<file path="src/rtl/sreg_8b_universal.sv">
// 8-bit universal shift register: synchronous parallel load, shift-left with serial-in, hold.
// One register drives both outputs; sout is the MSB of that register.
module sreg_8b_universal (
  input  logic       clk,
  input  logic       reset,
  input  logic       en,
  input  logic       ld,
  input  logic [7:0] pin,
  input  logic       sin,
  output logic [7:0] pout,
  output logic       sout
);

  logic [7:0] reg_q;
  logic [7:0] reg_d;

  // Load takes priority over shift; with neither asserted the register holds.
  always_comb begin
    reg_d = reg_q;
    if (ld) begin
      reg_d = pin;
    end else if (en) begin
      reg_d = {reg_q[6:0], sin};
    end
  end

  always_ff @(posedge clk) begin
    if (!reset) begin
      reg_q <= '0;
    end else begin
      reg_q <= reg_d;
    end
  end

  assign pout = reg_q;
  assign sout = reg_q[7];

endmodule

</file>
<file path="config.mk">
export PLATFORM = sky130hd
export DESIGN_NAME = sreg_8b_universal
export DESIGN_NICKNAME = d
export VERILOG_FILES = /design/src/rtl/sreg_8b_universal.sv
export SDC_FILE = /design/constraint.sdc
export NUM_CORES = 1
export LEC_CHECK = 0
export BUFFER_PORTS_ARGS = -buffer_cell sky130_fd_sc_hd__buf_4
export CORE_AREA = 5 5 42 44
export CTS_BUF_LIST = sky130_fd_sc_hd__clkbuf_4 sky130_fd_sc_hd__clkbuf_8
export DETAILED_ROUTE_END_ITERATION = 6
export DIE_AREA = 0 0 47 49
export PLACE_DENSITY = 0.68
export RECOVER_POWER = 100
export SETUP_SLACK_MARGIN = 0.4
export SLEW_MARGIN = 40
export SYNTH_ARGS = -nofsm -noshare
export SYNTH_HDL_FRONTEND = slang
export SYNTH_SLANG_ARGS = --single-unit
</file>
<file path="constraint.sdc">
create_clock -name clk -period 1.35 [get_ports clk]
set_input_delay 0 -clock clk [delete_from_list [all_inputs] [get_ports clk]]
set_output_delay 0 -clock clk [all_outputs]
set_load 0.05 [all_outputs]
</file>
# Word level (Yosys, flattened, before mapping)
# Index checks and enable logic that the tools add are counted.
# Widths: inputs -> output; s select.
# word_totals
ff_bits	8
output_inout_bits	9
# op_classes
muxes	2
reduce_logical	1
# op_table
operator	n
$mux 8	2
$reduce_bool 2->1	1

# Depth between registers and ports, before layout
# logic_depth
ltp_word	2
depth_mapped	3
depth_no_buf	2

# Least setup slack after synthesis
# Ideal clock, no wire load.
# synth_path
kind	register to register
startpoint	register, netlist name pout[7]
endpoint	register reg_q[7], in the netlist pout[7]
t_arrival_ps	982
t_required_ps	1234
setup_slack_ps	251
stages_incl_launch_ff	3
path_buffers	0
period_less_slack_ps	1099
cell_sequence	dfxtp_1 > mux2_4 > o211a_1
# synth_lines
element	line_no	rtl
to (signal assigned)	31	reg_q <= reg_d;
to (decl)	14	logic [7:0] reg_q;

# Final worst setup path
# layout_path
startpoint	register reg_q[3], in the netlist pout[3]
endpoint	output pout[3]
# layout_lines
element	line_no	rtl
to (decl)	10	output logic [7:0] pout,
# No word-level cell between the ends.

==> flow_summary_export.csv <==
group,metric,value,unit
synth,avgSynthCellArea,12.4,um2
hold_path,worstHoldPathType,"input port to flip-flop",
clock_network,cts_num_sinks,8,
floorplanning,rows,14,
worst_setup_path,cp_slowest_cell,"clkbuf_1",
hold_path,min_to,"pout[2]",
global_route,overflow,0,
placed_design,pre_cts_slack,0.439,ns
floorplanning,core,0.00140,mm2
timing,drv_slew,0,
floorplanning,dieArea,0.00230,mm2
final_layout,area_growth,31.8,%
placed_design,dp_hpwl,713,um
worst_setup_path,startpoint_type,"flip-flop",
floorplanning,io_pins,22,
final_layout,layout-drive-gt1-share,0.429,
worst_setup_path,critical_path_class,"flip-flop to primary output",
worst_setup_path,r2r_slack,0.45,ns
timing,finalSetupViolations,0,
worst_setup_path,path_cells,"clkbuf_1",
timing,rsz0062_at_grt,"no",
worst_setup_path,reg2reg_to,"pout[5]",
timing,worst_hold_slack,0.0334,ns
synth,ys_ff_latch,8,
drt,via_per_inst,4.93,
timing,final.setup_skew,0.0111,ns
power,p_per_area,1080,mW/mm2
hold_path,hp-start,"reset",
synth,yosys_warnings,0,
worst_setup_path,crit_buf_inv,1,
drt,vias,355,
clock_network,cts_htree_levels,1,
timing,min_period,1.10,ns
timing,worst_pin_slew,0.598,ns
status,outcome,"finished clean",
global_route,grt_max_degree,17,
global_route,antenna_found_initial,0,
global_route,grt_pass1_vias,405,
clock_network,postCtsHoldBufs,0,
timing,period_share,0.815,
drt,routedWlPerCell,13.3,um
final_layout,seq_area,164,um2
synth,synth_cell_type_count,8,
final_layout,multi_input_area,260,um2
worst_setup_path,reg2reg_from,"pout[5]",
clock_network,cts_buffers,3,
worst_setup_path,rr_worst_depth,2,
floorplanning,die_h,49,um
flow_run,drv_cap,0,
clock_network,cts.clk_slew.worst_paths,0.06,ns
timing,setup_slack,0.250,ns
timing,max_slew_margin,0.603,
drt,wirelength,955,um
worst_setup_path,end_kind,"primary output",
worst_setup_path,critPathArrivalTime,1.10,ns
placed_design,portBuffers,21,
drt,ant_nets,0,
global_route,track_usage,0.0905,
worst_setup_path,max_stage_delay,0.48,ns
timing,hold_viol_final,0,
final_layout,layout_common_cells,"12 x buf_4, 9 x clkbuf_1, 8 x mux2_4, 8 x or2b_1, 8 x o211a_1",
clock_network,cts.repair.resized,0,
power,ir_drop,0.457,mV
clock_network,clock_path_buffers,2,
clock_network,clk_latency,0.25,ns
final_layout,diodes,0,
final_layout,final_nets,71,
floorplanning,die_w,47,um
clock_network,cts_tree,"built",
synth,yosysSeqAreaShare,0.358,
power,power_leakage,0.331,nW
clock_network,cts_root_buffer,"clkbuf_4",
final_layout,final_common_cell,"buf_4",
timing,fmax,909,MHz
timing,setup_tns,0,ns
worst_setup_path,cp_max_fo,3,
drt,post-route-drc-count,0,
worst_setup_path,crit_family,"buffers and inverters",
synth,synth_area,448,um2
hold_path,holdPathStages,2,
placed_design,place_inst,69,
drt,drt_iter0_markers,12,
final_layout,final_cells,72,
clock_network,post_cts_buffers,0,
placed_design,gp_congestion,0.605,
drt,drt_pre_antenna_iters,4,
synth,synthCells,36,
global_route,grt_pass1_wl,1560,um
synth,syn_nets,49,
final_layout,largest_reg_flops,8,
final_layout,fillers,155,
worst_setup_path,crit_required,1.35,ns
floorplanning,start_util,0.320,
-- power by group --
part	internal, W	switching (W)	leakage, nW
sequential	0.000254	0.0000140	0.0672
combinational	0.0000798	0.000107	0.250
clock	0.000102	0.0000831	0.0138
-- how the worst max path moves through the flow --
stage / end / start / cells after the start
after floorplan: pout[7] / pout[7] / 2
after global placement: pout[7] / pout[7] / 2
after detailed placement: pout[5] / pout[5] / 2
after CTS: pout[5] / pout[5] / 2
after global routing: pout[2] / pout[2] / 1
final: pout[3] / pout[3] / 1
-- kinds of logic (layout without fill, tap and decap cells) --
group,Yosys count,after routing,synth area share
AO/OA/AOI/OAI,8,8,0.179
multiplexers,8,8,0.268
flip-flops,8,8,0.358
AND/OR/NAND/NOR,8,8,0.134
buffers and inverters,4,24,0.0614
-- cell type report --
| cell class | instances | area share |
|---|---|---|
| multi-input combinational | 24 | 0.441 |
| sequential | 8 | 0.278 |
| timing repair buffer | 21 | 0.210 |
| clock buffer | 3 | 0.0381 |
| tap | 16 | 0.0339 |
-- layer usage --
metal | vias up | GRT usage | part of all wire
met5 | - | 0 | 0
met3 | 2 | 0.0295 | 0.096
li1 | 168 | - | -
met1 | 171 | 0.118 | 0.44
met2 | 14 | 0.124 | 0.46
met4 | 0 | 0.0553 | 0.0063
-- synth_stat cells --
library cell / count / area (um2)
buf_2: 1 / 5.00
o211a_1: 8 / 80.1
buf_4: 1 / 7.51
dfxtp_1: 8 / 160
buf_6: 1 / 11.3
or2b_1: 8 / 60.1
mux2_4: 8 / 120
buf_1: 1 / 3.75
-- through the flow --
stage | instance area, um2 | utilization | total power [W]
finish | 591 | 0.421 | 0.000640
global route | 591 | 0.421 | 0.000673
CTS | 651 | 0.464 | 0.000661
detailed placement | 628 | 0.448 | 0.000476
global placement | 628 | 0.448 | 0.000474
floorplan | 478 | - | 0.000416
Note: power is estimated with default switching activity, not from simulation.
